==> src/rtl/uart_pkg.sv <==
// Shared types and constants for the UART transmit drain.
package uart_pkg;

  typedef enum logic [2:0] {
    IDLE,
    REQ,
    ACK,
    BACKOFF,
    START,
    DATA,
    STOP
  } tx_state_t;

  localparam int DefaultClocksPerBit = 434;

  // Start bit + 8 data bits + stop bit for a byte-wide word.
  localparam int FrameBits = 10;

endpackage

==> src/rtl/uart_tx_drain_if.sv <==
// Read handshake between the byte ring buffer (slave) and the TX drain (master).
interface uart_tx_drain_if #(
  parameter int WordSize = 8
) ();

  logic                dataReadEnable;
  logic                dataReadAck;
  logic [WordSize-1:0] dataRead;

  modport master (
    output dataReadEnable,
    input  dataReadAck,
    input  dataRead
  );

  modport slave (
    input  dataReadEnable,
    output dataReadAck,
    output dataRead
  );

endinterface

==> src/rtl/uart_bit_timer.sv <==
// Free-running baud counter; bitDone marks the last clock of each bit period.
module uart_bit_timer
  import uart_pkg::*;
#(
  parameter int ClocksPerBit = DefaultClocksPerBit
) (
  input  logic clk,
  input  logic reset,
  input  logic clear,
  output logic bitDone
);

  localparam int BaudW = (ClocksPerBit > 1) ? $clog2(ClocksPerBit) : 1;
  localparam logic [BaudW-1:0] BaudLast = BaudW'(ClocksPerBit - 1);

  logic [BaudW-1:0] baud;

  always_ff @(posedge clk) begin
    if (reset || clear) begin
      baud <= '0;
    end else if (baud == BaudLast) begin
      baud <= '0;
    end else begin
      baud <= baud + 1'b1;
    end
  end

  assign bitDone = (baud == BaudLast);

endmodule

==> src/rtl/uart_tx_drain.sv <==
// Pops bytes from the ring buffer and serialises them as 8N1, LSB first.
// A refused read backs off for RetryDelay cycles and retries; no byte is dropped.
module uart_tx_drain
  import uart_pkg::*;
#(
  parameter int WordSize     = 8,
  parameter int ClocksPerBit = DefaultClocksPerBit,
  parameter int RetryDelay   = 16
) (
  input  logic                   clk,
  input  logic                   reset,
  input  logic                   enable,
  uart_tx_drain_if.master        rd,
  output logic                   txd,
  output logic                   busy,
  output logic [31:0]            bytesSent
);

  localparam int BitW   = $clog2(WordSize + 1);
  localparam int RetryW = (RetryDelay > 1) ? $clog2(RetryDelay) : 1;

  tx_state_t           state, state_n;
  logic                txd_n;
  logic                dre_n;
  logic                busy_n;
  logic [31:0]         sent_n;
  logic [BitW-1:0]     bitCnt, bitCnt_n;
  logic [RetryW-1:0]   retry, retry_n;
  logic [WordSize-1:0] shift, shift_n;
  logic                bitDone;
  logic                timerClr;

  // The timer restarts on every state change, so each timed state sees whole bits.
  uart_bit_timer #(
    .ClocksPerBit (ClocksPerBit)
  ) u_bit_timer (
    .clk     (clk),
    .reset   (reset),
    .clear   (timerClr),
    .bitDone (bitDone)
  );

  always_comb begin
    state_n  = state;
    txd_n    = txd;
    sent_n   = bytesSent;
    bitCnt_n = bitCnt;
    retry_n  = retry;
    shift_n  = shift;

    unique case (state)
      IDLE: begin
        if (enable) state_n = REQ;
      end
      REQ: begin
        state_n = ACK;
      end
      ACK: begin
        if (rd.dataReadAck) begin
          shift_n = rd.dataRead;
          txd_n   = 1'b0;
          state_n = START;
        end else begin
          retry_n = RetryW'(RetryDelay - 1);
          state_n = BACKOFF;
        end
      end
      BACKOFF: begin
        if (retry == '0) state_n = IDLE;
        else             retry_n = retry - 1'b1;
      end
      START: begin
        if (bitDone) begin
          txd_n    = shift[0];
          bitCnt_n = '0;
          state_n  = DATA;
        end
      end
      DATA: begin
        if (bitDone) begin
          if (bitCnt == BitW'(WordSize - 1)) begin
            txd_n   = 1'b1;
            state_n = STOP;
          end else begin
            shift_n  = shift >> 1;
            txd_n    = shift[1];
            bitCnt_n = bitCnt + 1'b1;
          end
        end
      end
      STOP: begin
        if (bitDone) begin
          sent_n  = bytesSent + 32'd1;
          state_n = enable ? REQ : IDLE;
        end
      end
      default: begin
        state_n = IDLE;
      end
    endcase

    // Outputs are registered from the next state so they line up with it.
    dre_n    = (state_n == REQ);
    busy_n   = !((state_n == IDLE) || (state_n == BACKOFF));
    timerClr = (state_n != state);
  end

  always_ff @(posedge clk) begin
    if (reset) begin
      state             <= IDLE;
      txd               <= 1'b1;
      rd.dataReadEnable <= 1'b0;
      busy              <= 1'b0;
      bytesSent         <= '0;
      bitCnt            <= '0;
      retry             <= '0;
    end else begin
      state             <= state_n;
      txd               <= txd_n;
      rd.dataReadEnable <= dre_n;
      busy              <= busy_n;
      bytesSent         <= sent_n;
      bitCnt            <= bitCnt_n;
      retry             <= retry_n;
    end
  end

  always_ff @(posedge clk) begin
    shift <= shift_n;
  end

endmodule

==> src/flat_wrapper.sv <==
// flat-port wrapper written by rule: the top's interface ports become plain ports
module uart_tx_drain_flat import uart_pkg::*;
#(
  parameter int WordSize     = 8,
  parameter int ClocksPerBit = DefaultClocksPerBit,
  parameter int RetryDelay   = 16
)
  (clk, reset, enable, txd, busy, bytesSent, rd_dataReadEnable, rd_dataReadAck, rd_dataRead);
  uart_tx_drain_if #(.WordSize(WordSize)) rd_i ();
  input  logic clk;
  input  logic reset;
  input  logic enable;
  output logic txd;
  output logic busy;
  output logic [31:0] bytesSent;
  output wire logic [$bits(rd_i.dataReadEnable)-1:0] rd_dataReadEnable;
  input wire logic [$bits(rd_i.dataReadAck)-1:0] rd_dataReadAck;
  input wire logic [$bits(rd_i.dataRead)-1:0] rd_dataRead;
  assign rd_dataReadEnable = rd_i.dataReadEnable;
  assign rd_i.dataReadAck = rd_dataReadAck;
  assign rd_i.dataRead = rd_dataRead;
  uart_tx_drain #(.WordSize(WordSize), .ClocksPerBit(ClocksPerBit), .RetryDelay(RetryDelay)) u_core (.clk(clk), .reset(reset), .enable(enable), .rd(rd_i), .txd(txd), .busy(busy), .bytesSent(bytesSent));
endmodule
==> config.mk <==
export PLATFORM = sky130hd
export DESIGN_NAME = uart_tx_drain_flat
export DESIGN_NICKNAME = d
export VERILOG_FILES = /design/src/rtl/uart_pkg.sv /design/src/rtl/uart_tx_drain_if.sv /design/src/rtl/uart_bit_timer.sv /design/src/rtl/uart_tx_drain.sv /design/src/flat_wrapper.sv
export SDC_FILE = /design/constraint.sdc
export NUM_CORES = 1
export LEC_CHECK = 0
export CELL_PAD_IN_SITES_DETAIL_PLACEMENT = 2
export CELL_PAD_IN_SITES_GLOBAL_PLACEMENT = 2
export CORE_MARGIN = 2
export CORE_UTILIZATION = 35
export DETAILED_ROUTE_END_ITERATION = 8
export GPL_TIMING_DRIVEN = 1
export PLACE_DENSITY = 0.95
export RECOVER_POWER = 50
export REMOVE_ABC_BUFFERS = 1
export SYNTH_ARGS = -nofsm -noshare
export SYNTH_HDL_FRONTEND = slang
export SYNTH_SLANG_ARGS = --single-unit
==> constraint.sdc <==
create_clock -name clk -period 3.66 [get_ports clk]
set_input_delay 0.732 -clock clk [delete_from_list [all_inputs] [get_ports clk]]
set_output_delay 0.732 -clock clk [all_outputs]
set_load 0.02 [all_outputs]
==> qor.txt <==
First-pass GRT wire length = 17700 um
Post-CTS setup buffers = 0
Number of synthesized register bits = 63
Critical path endpoint category = flip-flop
Yosys top cell area share = 0.362
Worst-path clk slew = 0.07 ns
Top_reg_cell synth = dfxtp_1
Relative slew slack = 0.297
VDD IR-drop max = 0.000164 V
Gate Count Post-Synth = 344
Worst-case clock buffer depth = 2
Number of clock sinks = 63
# IOs = 47
Status = completed
Largest net degree at the start of global routing = 47
Total iterations of the first detailed-routing run = 4
Clock tree from TritonCTS = built
Via density per instance = 5.76
Initial core utilization = 0.354
Rows = 34
Vias in the first global route = 3247
Number of distinct library cells after synthesis = 49
Gr usage total = 0.233
Reg power frac = 0.467
Slowest stage delay, CP = 0.83 ns
Non-filler cells, final = 502
Setup CP Type = reg2reg
Max Freq = 0.330 GHz
CP cell instances = ha_1, nand4b_1, or4_1, or3_1, or4_1, a21oi_1
Measured slew at the worst slew-check pin = 1.03 ns
Synth Area per Inst = 8.84 sq um
Antenna Violating Nets Remaining = 0
CP required = 3.92 ns
RePlAce Congestion = 0.777
HP Class = reg2reg
Chip Width = 97.2 um
DRC Markers = 0
Slowest CP cell = or4_1
Sw frac = 0.267
Minimum clock period = 3.03 ns
Vias = 2893
Die area = 9450 sq um
Area Overhead vs Synth = 25.1%
Nets@finish = 406
Fin util = 0.443
Clock share of power = 0.401
Final Cycle Share = 0.828
Clock Skews = 0.0147 ns
YS warnings = 0
Vert. Die Dim = 97.2 um
Yosys top cell by area = dfxtp_1
EDFF count, synth = 8
Unrepaired setup endpoints after global routing = no
H-tree depth = 3
Register area share after synthesis = 0.441
Num CTS Buffers = 9
Slew Viols, Final = 0
Pwr Density = 429 nW/um^2
Leak Pwr = 1.31 nW
Max Cap Viol = 0
Setup TNS = 0 ns
Logic pwr share = 0.133
Hold slack = 0.492 ns
Final wirelength = 10900 um
Buf/Inv on CP = 0
Fin. Hold Viols = 0
Inst Count DP = 486
Crit-path max FO = 11
Psw = 437 uW
Antenna violations before repair = 0
# diodes = 0
Initial DRC count = 76
Cell Area, Synth = 3040 sq um
Count of final setup violators = 0
Startpoint Class = flip-flop
Clock Root Buffer = clkbuf_8
Share of cells above drive strength 1 = 0.0609
WL/cell = 21.7 um
Hold_buf cts = 0
Ranking of synthesized cells by area = dfxtp_1, edfxtp_1, nor2_1
Cell Int Power = 1.20 mW
Delay-heaviest family, CP = simple AND/OR/NAND/NOR gates
Clock Latency Late Sink = 0.34 ns
Hpwl dp = 7180 um
Async set-reset flop share out of synthesis = 0
Grt ovf = 0
CP Data Arrival Time = 3.29 ns
Crit path top cell by count = or4_1
Port bufs = 46
Post-cts resize count = 0
Core Area = 8590 sq um
## cell usage after synthesis, types with 2 or more instances
cell       count
nand2b_1       5
a311oi_1       2
buf_2          2
nor4_1        11
ha_1           5
o41ai_1        2
nand3b_1       2
nand4_1       13
nand4b_1       2
and4_1         4
a21oi_1       17
and3_1         4
xor2_1        14
nor3_1         9
edfxtp_1       8
inv_1          8
nor2b_1        5
clkbuf_1      13
dfxtp_1       55
xnor2_1       16
a2111oi_0      2
mux2_2         7
o21ai_0        6
o211ai_1       2
nand2_1       20
or4_1          6
nor2_1        46
nand3_1       25
or3_1          7
o31ai_1        5
a31oi_1        3
## registers in the layout (all words and copies together) (netlist names)
signal,count
u_core.txd,1
u_core.bytesSent,32
u_core.u_bit_timer.baud,9
u_core.shift,8
u_core.state,3
u_core.rd.dataReadEnable,1
u_core.retry,4
u_core.bitCnt,4
u_core.busy,1
## metal layers
metal	track usage	vias up	part of all wire	wire [um]
met4	0.0737	0	0.018	197
met1	0.280	1462	0.43	4630
met3	0.0324	17	0.033	361
met2	0.429	72	0.52	5710
met5	0	-	0	0
li1	-	1342	-	-
## stage by stage
| stage | setup WS (ns) | total power [mW] | area [sq um] |
|---|---|---|---|
| 2_1_floorplan | 1.10 | 0.896 | 2980 |
| 3_3_place_gp | 0.916 | 0.968 | 3600 |
| 3_5_place_dp | 0.727 | 0.990 | 3600 |
| 4_1_cts | 0.629 | 1.64 | 3800 |
| 5_1_grt | 0.490 | 1.70 | 3800 |
| 6_report | 0.630 | 1.63 | 3800 |
## worst paths after layout
check	slack, ns	to	from	cells after the start
worst max-delay path	0.63	u_core.bytesSent[20]	u_core.u_bit_timer.baud[0]	6
worst min-delay path	0.49	u_core.u_bit_timer.baud[0]	u_core.u_bit_timer.baud[0]	1
worst max register to register	0.63	u_core.bytesSent[20]	u_core.u_bit_timer.baud[0]	6
worst min register to register	0.49	u_core.u_bit_timer.baud[0]	u_core.u_bit_timer.baud[0]	1
## area by class of cell
| type | count | area [sq um] |
|---|---|---|
| multi-input cells | 258 | 1610 |
| well taps | 108 | 135 |
| inverters | 8 | 30.0 |
| clock inverters | 5 | 72.6 |
| flip-flops and latches | 63 | 1340 |
| fillers | 936 | 4790 |
| repair buffers | 49 | 483 |
| clock buffers | 11 | 131 |
## kinds of logic (layout without fill, tap and decap cells)
group	Yosys count	after routing	share of synthesized area
muxes	8	8	0.0292
buffers and inverters	23	73	0.0292
DFF	63	63	0.441
xor gates and xnor gates	30	30	0.0864
AOI/OAI and AO/OA	46	46	0.0975
and+or+nand+nor	169	169	0.296
adders and majority gates	5	5	0.0206
## cells in the final DEF (no fill, tap or decap), drive strengths merged, types with 2 or more instances in the layout
master / instances
clkinv: 3
nand3b: 2
or4: 6
a311oi: 2
o21ai: 6
clkbuf: 11
ha: 5
nand2b: 5
o211ai: 2
nor2: 46
edfxtp: 8
a21oi: 17
xnor2: 16
nand4b: 2
a31oi: 3
bufinv: 2
dfxtp: 55
a2111oi: 2
xor2: 14
or3: 7
nor4: 11
nand3: 25
nor2b: 5
and4: 4
o41ai: 2
buf: 3
nand4: 13
o31ai: 5
and3: 4
clkdlybuf4s50: 13
dlygate4sd3: 33
nor3: 9
nand2: 20
mux2: 7
inv: 8
## power by group through the flow
stage                     Sequential [mW]  Combinational (mW)  Clock (mW)
final                               0.762               0.217       0.654
after global routing                0.767               0.237       0.696
after CTS                           0.762               0.221       0.661
after detailed placement            0.776               0.213           0
after global placement              0.772               0.196           0
after floorplan                     0.786               0.110           0
Note: power is estimated with default switching activity, not from simulation.
